`config.mk`:
```
export PLATFORM = sky130hd
export DESIGN_NAME = mem_access_unit
export DESIGN_NICKNAME = d
export VERILOG_FILES = /design/src/rtl/mau_pkg.sv /design/src/rtl/mem_access_unit_load_extender.sv /design/src/rtl/mem_access_unit.sv
export SDC_FILE = /design/constraint.sdc
export NUM_CORES = 1
export LEC_CHECK = 0
export BUFFER_PORTS_ARGS = -buffer_cell sky130_fd_sc_hd__buf_2
export CAP_MARGIN = 25
export CORE_UTILIZATION = 24
export DETAILED_ROUTE_END_ITERATION = 8
export GPL_TIMING_DRIVEN = 1
export HOLD_SLACK_MARGIN = 0.05
export PLACE_DENSITY_LB_ADDON = 0.25
export SYNTH_ARGS = -nofsm -noshare
export SYNTH_HDL_FRONTEND = slang
export SYNTH_SLANG_ARGS = --single-unit
```
`constraint.sdc`:
```
create_clock -name clk -period 3.35 [get_ports clk]
set_input_delay 0.5025 -clock clk [delete_from_list [all_inputs] [get_ports clk]]
set_output_delay 0.5025 -clock clk [all_outputs]
set_load 0.01 [all_outputs]
```
`src/rtl/mau_pkg.sv`:
```
`default_nettype none
// ============================================================================
// Module      : mau_pkg
// Description : Shared definitions for the memory access unit: RAM size-select
//               encodings, the access FSM state type and small helpers.
// Revision    : 1.0 - initial release
// ============================================================================
package mau_pkg;

    // RAM size-select encodings (match the RAM "sel" input)
    localparam logic [1:0] c_WW = 2'b00;   // word
    localparam logic [1:0] c_WH = 2'b01;   // half
    localparam logic [1:0] c_WB = 2'b10;   // byte

    typedef enum logic [1:0] {
        IDLE   = 2'd0,
        ACCESS = 2'd1,
        RESP   = 2'd2
    } state_t;

    // The unused encoding 2'b11 behaves as a byte access.
    function automatic logic [1:0] norm_size(input logic [1:0] size);
        return (size == 2'b11) ? c_WB : size;
    endfunction

    // Half needs addr[0]=0, word needs addr[1:0]=00; bytes are always aligned.
    function automatic logic is_misaligned(input logic [1:0] size,
                                           input logic [1:0] addr_lo);
        logic r;
        r = 1'b0;
        if (size == c_WH)
            r = addr_lo[0];
        else if (size == c_WW)
            r = (addr_lo != 2'b00);
        return r;
    endfunction

endpackage
`default_nettype wire

```
`src/rtl/mem_access_unit_load_extender.sv`:
```
`default_nettype none
// ============================================================================
// Module      : load_extender
// Description : Combinational load-data extension. Selects the low byte, low
//               half or full word of the RAM read data and sign- or
//               zero-extends it to 32 bits.
// Ports       : i_data  - raw RAM read word
//               i_size  - normalised access size (WW/WH/WB)
//               i_uns   - 1 = zero-extend, 0 = sign-extend (ignored for words)
//               o_data  - extended result
// Revision    : 1.0 - initial release
// ============================================================================
module load_extender
    import mau_pkg::*;
(
    input  logic [31:0] i_data,
    input  logic [1:0]  i_size,
    input  logic        i_uns,
    output logic [31:0] o_data
);

    logic w_sign_b;
    logic w_sign_h;

    assign w_sign_b = ~i_uns & i_data[7];
    assign w_sign_h = ~i_uns & i_data[15];

    always_comb begin
        o_data = i_data;
        case (i_size)
            c_WB:    o_data = {{24{w_sign_b}}, i_data[7:0]};
            c_WH:    o_data = {{16{w_sign_h}}, i_data[15:0]};
            default: o_data = i_data;
        endcase
    end

endmodule
`default_nettype wire

```
`src/rtl/mem_access_unit.sv`:
```
`default_nettype none
// ============================================================================
// Module      : mem_access_unit
// Description : Multi-cycle load/store front end for a byte-addressable data
//               RAM. One request at a time: IDLE captures the request, ACCESS
//               drives the RAM (write strobe for stores, read sample for
//               loads), RESP pulses o_done. Load data is extended and held in
//               o_rdata until the next load completes.
// Options     : MAU_ALIGN_CHECK_EN - when defined, misaligned half/word
//               accesses are suppressed (no write, rdata kept) and flagged on
//               o_misaligned together with o_done. When undefined,
//               o_misaligned is always 0 and every address goes to the RAM.
// Ports       : clk, rst_n   - clock, asynchronous active-low reset
//               i_req        - request strobe (sampled in IDLE only)
//               i_we         - 1 store / 0 load
//               i_size       - 00 word, 01 half, 10/11 byte
//               i_uns        - load zero-extend when 1
//               i_addr       - byte address
//               i_wdata      - store data, right-aligned
//               o_busy       - high in ACCESS and RESP
//               o_done       - one-cycle completion pulse
//               o_rdata      - extended load result
//               o_misaligned - access suppressed, valid with o_done
//               o_ram_*      - RAM address/data/write-enable/size-select
//               i_ram_rdata  - RAM combinational read data
// Revision    : 1.0 - initial release
// ============================================================================
module mem_access_unit
    import mau_pkg::*;
#(
    parameter int ADDRESS_WIDTH = 32,
    parameter int DATA_WIDTH    = 32
) (
    input  logic                     clk,
    input  logic                     rst_n,
    input  logic                     i_req,
    input  logic                     i_we,
    input  logic [1:0]               i_size,
    input  logic                     i_uns,
    input  logic [ADDRESS_WIDTH-1:0] i_addr,
    input  logic [DATA_WIDTH-1:0]    i_wdata,
    output logic                     o_busy,
    output logic                     o_done,
    output logic [DATA_WIDTH-1:0]    o_rdata,
    output logic                     o_misaligned,
    output logic [ADDRESS_WIDTH-1:0] o_ram_addr,
    output logic [DATA_WIDTH-1:0]    o_ram_data,
    output logic                     o_ram_w_en,
    output logic [1:0]               o_ram_sel,
    input  logic [DATA_WIDTH-1:0]    i_ram_rdata
);

    state_t                   r_state;
    logic                     r_we;
    logic [1:0]               r_size;
    logic                     r_uns;
    logic [ADDRESS_WIDTH-1:0] r_addr;
    logic [DATA_WIDTH-1:0]    r_wdata;
    logic                     r_mis;
    logic                     r_busy;
    logic                     r_done;
    logic                     r_misaligned;
    logic                     r_ram_w_en;
    logic [DATA_WIDTH-1:0]    r_rdata;

    logic [1:0]               w_size_n;
    logic                     w_mis;
    logic [DATA_WIDTH-1:0]    w_ext;

    assign w_size_n = norm_size(i_size);

    // Alignment is judged on the incoming request so the write strobe can be
    // registered (and therefore glitch-free) on entry to ACCESS.
`ifdef MAU_ALIGN_CHECK_EN
    assign w_mis = is_misaligned(w_size_n, i_addr[1:0]);
`else
    assign w_mis = 1'b0;
`endif

    load_extender u_load_extender (
        .i_data (i_ram_rdata),
        .i_size (r_size),
        .i_uns  (r_uns),
        .o_data (w_ext)
    );

    // Single FSM; every output is a register so the asynchronous reset
    // clears the RAM write strobe immediately, even mid-ACCESS.
    always_ff @(posedge clk or negedge rst_n) begin
        if (!rst_n) begin
            r_state      <= IDLE;
            r_we         <= 1'b0;
            r_size       <= c_WW;
            r_uns        <= 1'b0;
            r_addr       <= '0;
            r_wdata      <= '0;
            r_mis        <= 1'b0;
            r_busy       <= 1'b0;
            r_done       <= 1'b0;
            r_misaligned <= 1'b0;
            r_ram_w_en   <= 1'b0;
            r_rdata      <= '0;
        end else begin
            case (r_state)
                IDLE: begin
                    if (i_req) begin
                        r_we       <= i_we;
                        r_size     <= w_size_n;
                        r_uns      <= i_uns;
                        r_addr     <= i_addr;
                        r_wdata    <= i_wdata;
                        r_mis      <= w_mis;
                        r_busy     <= 1'b1;
                        r_ram_w_en <= i_we & ~w_mis;
                        r_state    <= ACCESS;
                    end
                end
                ACCESS: begin
                    r_ram_w_en <= 1'b0;
                    if (!r_we && !r_mis)
                        r_rdata <= w_ext;
                    r_done       <= 1'b1;
                    r_misaligned <= r_mis;
                    r_state      <= RESP;
                end
                RESP: begin
                    r_done       <= 1'b0;
                    r_misaligned <= 1'b0;
                    r_busy       <= 1'b0;
                    r_state      <= IDLE;
                end
                default: begin
                    r_done       <= 1'b0;
                    r_misaligned <= 1'b0;
                    r_busy       <= 1'b0;
                    r_ram_w_en   <= 1'b0;
                    r_state      <= IDLE;
                end
            endcase
        end
    end

    assign o_busy       = r_busy;
    assign o_done       = r_done;
    assign o_rdata      = r_rdata;
    assign o_misaligned = r_misaligned;
    assign o_ram_addr   = r_addr;
    assign o_ram_data   = r_wdata;
    assign o_ram_w_en   = r_ram_w_en;
    assign o_ram_sel    = r_size;

endmodule
`default_nettype wire

```
==> results.md <==
* DR vias at just under 3k
* Slew HR at 0.463
* Hold Vio Cnt, Final at 0
* Crit path capture type: flip-flop
* Syn Inst Count at 296
* FP Rows at 49
* Max Fclk at 0.489 GHz
* IO Pins at ~200
* Worst-case clock buffer depth at 2
* Post-Syn Nets at 401
* CTS Sinks at about 110
* Crit Path Class: reg2reg
* CTS Hold Bufs at 0
* Area Growth Syn to Fin at 34.0%
* Setup TNS at 0 ns
* Seq. cell area at 2630 sq um
* GRT overflow at 0
* Critical Path AT at approximately 2.3 ns
* WHS at roughly 0.22 ns
* First-pass GRT wire length at 15000 um
* Final Max Slew Viols at 0
* CTS tree: done
* H-tree Lvls at 3
* Clk Latency, worst-skew pair at 0.35 ns
* Wire per inst at 13.9 um
* Post-synth EDFFs at 0
* Tightest Pin Transition at between 0.8 and 0.9 ns
* Max_cap viols at 0
* Worst-path clk slew at approximately 0.080 ns
* Number of vias per cell at 4.07
* Commonest register cell after synthesis: dfrtp_1
* Post-CTS sizing at 0
* Status: completed
* CTS buffer count at 9
* Critical path origin: o_ram_sel[0]
* Diodes inserted at 0
* Core ar. at 18000 sq um
* Period minus WS final at 2.05 ns
* Async SR Flop Fraction at 1.00
* IO Port Bufs at 203
* DRC Markers at 0
* Hpwl dp at ~7300 um
* Height of the die at 137 um
* Peak VDD IR at 0.278 mV
* Antenna violations before repair at 0
* Total GRT Usage at 0.105
* Initial detailed-routing violation count at 68
* Multi-input gate area at 1560 sq um
* Final #Nets at around 600
* Synth cell types at 26
* Critical R2R Launch: o_ram_sel[0]
* Syn Std Cell Area at 4400 sq um
* Routed WL at 10100 um
* Commonest cells after routing, fill and taps aside: buf_2 (202), dfrtp_1 (105), mux2_4 (66)
* CP max FO at 19
* Pre-antenna DRT Iters at 4
* Die W at 137 um
* Vias in the first global route at 2960
* Core Util, Final at 0.328
* #FFs+latches synth at 105
* RD Place Congestion at 0.706
* Pwr Density at 778 nW/um^2
* Tcrit/Tclk final at 0.611
* Die area at 18900 sq um
* Clock Skews at 0.0114 ns
* CP required at 3.61 ns
* # fillers at 1859
* Count of final setup violators at 0
* Worst setup SP type: flip-flop
* Leak at 3.03 nW
* RSZ-0062 raised after global routing: false
* Root buf cell: clkbuf_16
* Layout cell share with drive strength beyond 1 at 0.605
* Hold crit path type: in2async
* Initial Utilization at 0.245
* Syn Area/Cell at 14.9 sq um
* Post-CTS Setup Bufs at 0
* Commonest non-fill, non-tap cell in the layout: buf_2
* Sequential-to-total area share from yosys stat at 0.597
* Final ANT Viol Nets at 0
* Ys Warns at 0
* Largest net degree at the start of global routing at between 60 and 70
## Yosys cell counts, types with 4 or more instances
cell type / count / area, sq um
buf_12: 6 / 120
a21oi_1: 16 / 80.1
mux2_4: 66 / 991
nand2_1: 17 / 63.8
inv_1: 4 / 15.0
a31oi_1: 16 / 100
mux2_2: 9 / 101
nor2_1: 27 / 101
buf_2: 8 / 40.0
dfrtp_1: 105 / 2630
## layout make-up
cell class	instances	share of cell area
clock inverter	7	0.0174
tap	229	0.0486
multi-input combinational	166	0.264
sequential	105	0.446
timing repair buffer	208	0.183
clock buffer	9	0.0382
inverter	4	0.00255
## sequential cells by signal (all words and copies together), names as in the netlist
name and cells:
o_ram_data 32, r_we 1, o_rdata 32, o_ram_sel 2
o_done 1, r_state 2, o_busy 1, o_ram_w_en 1
r_uns 1, o_ram_addr 32
## path summary, 6_finish.rpt
path	to	slack [ns]	cells after the start
setup reg to reg	o_rdata[19]	1.30	4
min in group clk	o_ram_data[0]	0.38	2
max in group asynchronous	o_ram_sel[1]	2.36	2
setup / recovery	o_rdata[19]	1.30	4
hold reg to reg	o_done	0.50	2
hold / removal	o_rdata[26]	0.22	1
## through the flow
| stage | std cells | total power [mW] | instance area (sq um) | setup slack, ns |
|---|---|---|---|---|
| floorplan | 296 | 2.86 | 4400 | 1.60 |
| global placement | 712 | 3.45 | 5570 | 1.16 |
| detailed placement | 712 | 3.48 | 5570 | 1.10 |
| CTS | 728 | 4.68 | 5900 | 1.27 |
| global route | 728 | 4.90 | 5900 | 1.15 |
| finish | 728 | 4.59 | 5900 | 1.30 |
## power breakdown
part | total, mW | switching (mW) | internal [mW]
Sequential | 1.92 | 0.230 | 1.69
Combinational | 1.51 | 0.715 | 0.795
Clock | 1.16 | 0.493 | 0.665
## critical path: stages (launching register included)
cell	delay (ns)
dfrtp_1	0.41
inv_1	0.06
ha_1	0.54
or3_1	0.70
a31oi_1	0.23
## metal layers
metal,share of wire,track usage,vias to the layer above
met4,0.014,0.0513,0
met5,0,0,-
met2,0.47,0.161,121
met3,0.078,0.0309,10
met1,0.44,0.133,1418
li1,-,-,1414
## kinds of logic (layout without fill, tap and decap cells)
family	count (synthesis)	in the layout	share of synthesized area
compound gates	35	35	0.0449
fa+ha+maj	2	2	0.00569
buf+inv	25	228	0.0501
flops	105	105	0.597
mux	76	76	0.251
other cells	1	1	0.000852
simple gates	52	52	0.0506
No activity file was read; power rests on OpenSTA's default activity.
